===== src/rtl/picorv_mem_arbiter.sv =====
// Round-robin arbiter sharing one picorv32 native memory port between the CPU (m0) and a DMA loader (m1).
// Define ARB_TIMEOUT_EN to self-complete slave accesses stalled for TIMEOUT_CYCLES with 0xDEADBEEF.
`timescale 1ns/1ps
module picorv_mem_arbiter #(
  parameter int ADDR_W         = 32,
  parameter int DATA_W         = 32,
  parameter int TIMEOUT_CYCLES = 256
) (
  input  logic                clk,
  input  logic                resetn,
  input  logic                m0_valid,
  input  logic                m0_instr,
  input  logic [ADDR_W-1:0]   m0_addr,
  input  logic [DATA_W-1:0]   m0_wdata,
  input  logic [DATA_W/8-1:0] m0_wstrb,
  output logic                m0_ready,
  output logic [DATA_W-1:0]   m0_rdata,
  input  logic                m1_valid,
  input  logic                m1_instr,
  input  logic [ADDR_W-1:0]   m1_addr,
  input  logic [DATA_W-1:0]   m1_wdata,
  input  logic [DATA_W/8-1:0] m1_wstrb,
  output logic                m1_ready,
  output logic [DATA_W-1:0]   m1_rdata,
  output logic                s_valid,
  output logic                s_instr,
  output logic [ADDR_W-1:0]   s_addr,
  output logic [DATA_W-1:0]   s_wdata,
  output logic [DATA_W/8-1:0] s_wstrb,
  input  logic                s_ready,
  input  logic [DATA_W-1:0]   s_rdata,
  output logic [1:0]          grant,
  output logic                timeout_err
);

  localparam int STRB_W = DATA_W / 8;

  if (TIMEOUT_CYCLES < 2) begin : g_bad_timeout
    $error("picorv_mem_arbiter: TIMEOUT_CYCLES must be at least 2");
  end

  typedef enum logic [1:0] {
    IDLE = 2'd0,
    OWN0 = 2'd1,
    OWN1 = 2'd2
  } state_t;

  state_t              r_state;
  logic                r_last;
  logic                w_own0;
  logic                w_own1;
  logic                w_own_valid;
  logic                w_done;
  logic                w_tmo_fire;
  logic [DATA_W-1:0]   w_rdata;

  assign w_own0      = (r_state == OWN0);
  assign w_own1      = (r_state == OWN1);
  assign w_own_valid = (w_own0 & m0_valid) | (w_own1 & m1_valid);

`ifdef ARB_TIMEOUT_EN
  localparam int                CNT_W     = $clog2(TIMEOUT_CYCLES);
  localparam logic [CNT_W-1:0]  TMO_LAST  = CNT_W'(TIMEOUT_CYCLES - 1);
  localparam logic [DATA_W-1:0] TMO_RDATA = DATA_W'(32'hDEAD_BEEF);

  logic [CNT_W-1:0] r_tmo_cnt;
  logic             r_tmo_err;

  // The arbiter answers in place of a slave that has stalled too long.
  assign w_tmo_fire = w_own_valid & ~s_ready & (r_tmo_cnt == TMO_LAST);
  assign w_rdata    = w_tmo_fire ? TMO_RDATA : s_rdata;

  always_ff @(posedge clk) begin
    if (!resetn) begin
      r_tmo_cnt <= '0;
      r_tmo_err <= 1'b0;
    end else begin
      if ((r_state == IDLE) || w_tmo_fire)
        r_tmo_cnt <= '0;
      else if (s_valid && !s_ready)
        r_tmo_cnt <= r_tmo_cnt + 1'b1;
      if (w_tmo_fire)
        r_tmo_err <= 1'b1;
    end
  end

  assign timeout_err = r_tmo_err;
`else
  assign w_tmo_fire  = 1'b0;
  assign w_rdata     = s_rdata;
  assign timeout_err = 1'b0;
`endif

  assign s_valid = w_own_valid & ~w_tmo_fire;
  assign w_done  = (s_valid & s_ready) | w_tmo_fire;

  always_comb begin
    s_instr = 1'b0;
    s_addr  = '0;
    s_wdata = '0;
    s_wstrb = {STRB_W{1'b0}};
    case (r_state)
      OWN0: begin
        s_instr = m0_instr;
        s_addr  = m0_addr;
        s_wdata = m0_wdata;
        s_wstrb = m0_wstrb;
      end
      OWN1: begin
        s_instr = m1_instr;
        s_addr  = m1_addr;
        s_wdata = m1_wdata;
        s_wstrb = m1_wstrb;
      end
      default: ;
    endcase
  end

  assign m0_ready = w_own0 & w_done;
  assign m1_ready = w_own1 & w_done;
  assign m0_rdata = w_own0 ? w_rdata : '0;
  assign m1_rdata = w_own1 ? w_rdata : '0;
  assign grant    = {w_own1, w_own0};

  // r_last holds the most recent master that completed; ties go to the other one.
  always_ff @(posedge clk) begin
    if (!resetn) begin
      r_state <= IDLE;
      r_last  <= 1'b1;
    end else begin
      case (r_state)
        IDLE: begin
          if (m0_valid && (!m1_valid || r_last))
            r_state <= OWN0;
          else if (m1_valid)
            r_state <= OWN1;
        end
        OWN0: begin
          if (w_done) begin
            r_state <= IDLE;
            r_last  <= 1'b0;
          end else if (!m0_valid) begin
            r_state <= IDLE;
          end
        end
        OWN1: begin
          if (w_done) begin
            r_state <= IDLE;
            r_last  <= 1'b1;
          end else if (!m1_valid) begin
            r_state <= IDLE;
          end
        end
        default: r_state <= IDLE;
      endcase
    end
  end

endmodule


===== config.mk =====
export PLATFORM = sky130hd
export DESIGN_NAME = picorv_mem_arbiter
export DESIGN_NICKNAME = d
export VERILOG_FILES = /design/src/rtl/picorv_mem_arbiter.sv
export SDC_FILE = /design/constraint.sdc
export NUM_CORES = 1
export LEC_CHECK = 0
export CAP_MARGIN = 15
export CORE_AREA = 2 2 121 123
export CTS_BUF_LIST = sky130_fd_sc_hd__clkbuf_16
export DETAILED_ROUTE_END_ITERATION = 12
export DIE_AREA = 0 0 123 125
export GPL_TIMING_DRIVEN = 0
export SYNTH_ARGS = -nofsm -noshare
export SYNTH_HDL_FRONTEND = slang
export SYNTH_SLANG_ARGS = --single-unit

===== constraint.sdc =====
create_clock -name clk -period 4.35 [get_ports clk]
set_input_delay 0.435 -clock clk [delete_from_list [all_inputs] [get_ports clk]]
set_output_delay 0.435 -clock clk [all_outputs]
set_load 0.1 [all_outputs]

==> impl_metrics.env <==
export IMPL_status="completed"
export IMPL_rows=44
export IMPL_gp_congestion=0.870
export IMPL_die_w_um=123
export IMPL_fmax_mhz=277
export IMPL_setup_viol=0
export IMPL_cts_sinks=3
export IMPL_route_met3_wl_um=1520
export IMPL_fp_dieH_um=125
export IMPL_slew_headroom=0.286
export IMPL_period_needed_ps=3620
export IMPL_finalWirelength_um=13500
export IMPL_drt_iter0_drc=138
export IMPL_reg2reg_setup_slack_ps=2490
export IMPL_synthDistinctLibCells=24
export IMPL_cts_root_buf="clkbuf_16"
export IMPL_wire_per_inst_um=17.7
export IMPL_antenna_cells=0
export IMPL_post_cts_buffers=0
export IMPL_grt_max_degree=11
export IMPL_post_route_util=0.365
export IMPL_dr_pass1_iters=5
export IMPL_reg2reg_depth=7
export IMPL_dieArea_um2=15400
export IMPL_fill_cells=1433
export IMPL_grt_pass1_vias=3368
export IMPL_globalRouteOverflowTotal=0
export IMPL_maxCapViolCount=0
export IMPL_peakVddDrop_uv=160
export IMPL_rsz0062_at_grt="false"
export IMPL_r2r_end="r_last$_SDFFE_PN1P_"
export IMPL_tightestPinTransition_ps=1070
export IMPL_cts_buffers_inserted=3
export IMPL_wl_met1_um=5460
export IMPL_holdCritPathClass="flip-flop to flip-flop"
export IMPL_cts_repair_resized=0
export IMPL_clock_latency_ps=220
export IMPL_crit_path_start="r_state[0]$_SDFFE_PN0P_"
export IMPL_syn_num_nets=441
export IMPL_ys_warn_count=0
export IMPL_postRouteAntennaNets=0
export IMPL_arrival_ps=3180
export IMPL_power_density_nw_per_um2=331
export IMPL_hpwl_um=11200
export IMPL_grt_use_total=0.156
export IMPL_start_util=0.124
export IMPL_io_pins=314
export IMPL_clkTransAtPathRegs_ps=30
export IMPL_crit_end="s_wdata[9]"
export IMPL_place_worst_setup_slack_ps=860
export IMPL_final_hold_viol_count=0
export IMPL_power_leakage_nw=1.77
export IMPL_holdBufCountCts=0
export IMPL_hold_slack_ps=484
export IMPL_clk_path_buf_depth=2
export IMPL_num_nets_final=758
export IMPL_antenna_found_initial=0
export IMPL_cts_max_level=1
export IMPL_via_count=3265
export IMPL_cp_end_kind="primary output"
export IMPL_io_buffers=312
export IMPL_worstPathMaxFanout=10
export IMPL_crit_required_ps=3910
export IMPL_met2_length_um=6310
export IMPL_grt_pass1_wl_um=18700
export IMPL_via_per_inst=4.28
export IMPL_finalMaxSlewViolations=0
export IMPL_setup_slack_ps=734
export IMPL_syn_inst=263
export IMPL_core_area_um2=14200
export IMPL_critical_path_class="flip-flop to primary output"
export IMPL_timing_rr_start="r_state[0]$_SDFFE_PN0P_"
export IMPL_synthToLayoutAreaGrowth_pct=196
export IMPL_period_share=0.831
export IMPL_layout_drive_gt1_share=0.0345
export IMPL_cp_start_kind="flip-flop"
export IMPL_postSynthAreaPerCell_um2=6.67
export IMPL_drc=0
export IMPL_cts_tree="done"
export IMPL_syn_area_um2=1760
export IMPL_seq_area_frac_synth=0.0342
export IMPL_synth_seq_cells=3
export IMPL_highest_layer="met4"
export IMPL_fin_setup_tns_ps=0
export IMPL_finClkSkew_ps=3.29
layout by cell type (no fill, tap or decap), drive strengths merged:
master         instances
nor2b                 69
o31ai                  1
nor2                   1
dfxtp                  3
clkbuf                23
a22o                   1
ha                     3
nand4                  1
and3                   2
nand2b                 1
inv                    4
and2                  64
a31oi                  1
nor3b                  1
conb                   1
buf                   14
a21o                   1
a22oi                 70
clkdlybuf4s50        312
nand2                  3
mux2i                  2
and4b                  1
layout make-up:
type	instances	area, um^2	area share
buffer	34	159	0.0306
clock buffer	3	75.1	0.0145
clock inverter	1	3.75	0.000724
inverter	3	11.3	0.00217
multi-input combinational	223	1530	0.294
sequential	3	60.1	0.0116
tap	184	230	0.0444
timing repair buffer	312	3120	0.602
worst min-delay path by stage:
| stage | endpoint | start | cells after the start |
|---|---|---|---|
| finish | r_state[1]$_SDFFE_PN0P_ | r_state[1]$_SDFFE_PN0P_ | 2 |
| global route | r_state[0]$_SDFFE_PN0P_ | r_state[0]$_SDFFE_PN0P_ | 2 |
| CTS | r_state[1]$_SDFFE_PN0P_ | r_state[1]$_SDFFE_PN0P_ | 2 |
| detailed placement | r_state[1]$_SDFFE_PN0P_ | r_state[1]$_SDFFE_PN0P_ | 2 |
| global placement | r_state[1]$_SDFFE_PN0P_ | r_state[1]$_SDFFE_PN0P_ | 2 |
| floorplan | r_state[1]$_SDFFE_PN0P_ | r_state[1]$_SDFFE_PN0P_ | 2 |
through the flow:
stage,power (mW),area (um^2),std cells
CTS,1.73,5190,763
global route,1.78,5190,763
detailed placement,1.58,5110,759
finish,1.72,5190,763
floorplan,1.10,1760,263
global placement,1.57,5110,759
kinds of logic (layout without fill, tap and decap cells):
logic type | after synthesis | count (layout) | synth area share
and+or+nand+nor | 143 | 143 | 0.507
AOI/OAI and AO/OA | 74 | 74 | 0.327
buffers and inverters | 37 | 353 | 0.0969
adders and majority gates | 3 | 3 | 0.0214
DFF | 3 | 3 | 0.0342
muxes | 2 | 2 | 0.0114
other | 1 | 1 | 0.00214
sequential cells by signal (all words and copies together) (netlist names):
| register | count |
|---|---|
| r_last | 1 |
| r_state | 2 |
cells in the mapped netlist:
cell	number	area share
a22oi_1	69	0.30
nor2b_1	69	0.25
and2_1	64	0.23
clkbuf_1	20	0.043
buf_2	10	0.029
buf_4	3	0.013
dfxtp_1	3	0.034
ha_1	3	0.021
inv_1	3	0.0064
nand2_1	3	0.0064
and3_1	2	0.0071
mux2i_1	2	0.011
a21o_1	1	0.0043
a22o_4	1	0.010
a22oi_2	1	0.0071
a31oi_1	1	0.0036
and4b_1	1	0.0057
buf_6	1	0.0064
conb_1	1	0.0021
nand2b_1	1	0.0036
nand4_1	1	0.0036
nor2_1	1	0.0021
nor3b_1	1	0.0043
o31ai_2	1	0.0071
power breakdown:
group	switching [mW]	internal (mW)	leakage, nW
logic	1.07	0.468	1.70
clock network	0.0251	0.119	0.0423
registers	0.00309	0.0330	0.0248
per-layer routing:
layer / vias up / track usage
met5: - / 0
met4: 0 / 0.0274
met3: 12 / 0.0452
met2: 215 / 0.278
met1: 1493 / 0.186
li1: 1545 / -
critical path, cell delays in order (launching register included):
cell and delay, ps:
dfxtp_1 310, inv_1 90, ha_1 170, buf_2 200, buf_2 310, buf_2 350, a22oi_1 200, nor2b_1 150
clkdlybuf4s50_1 1160
Power figures use the tool's default switching activity.
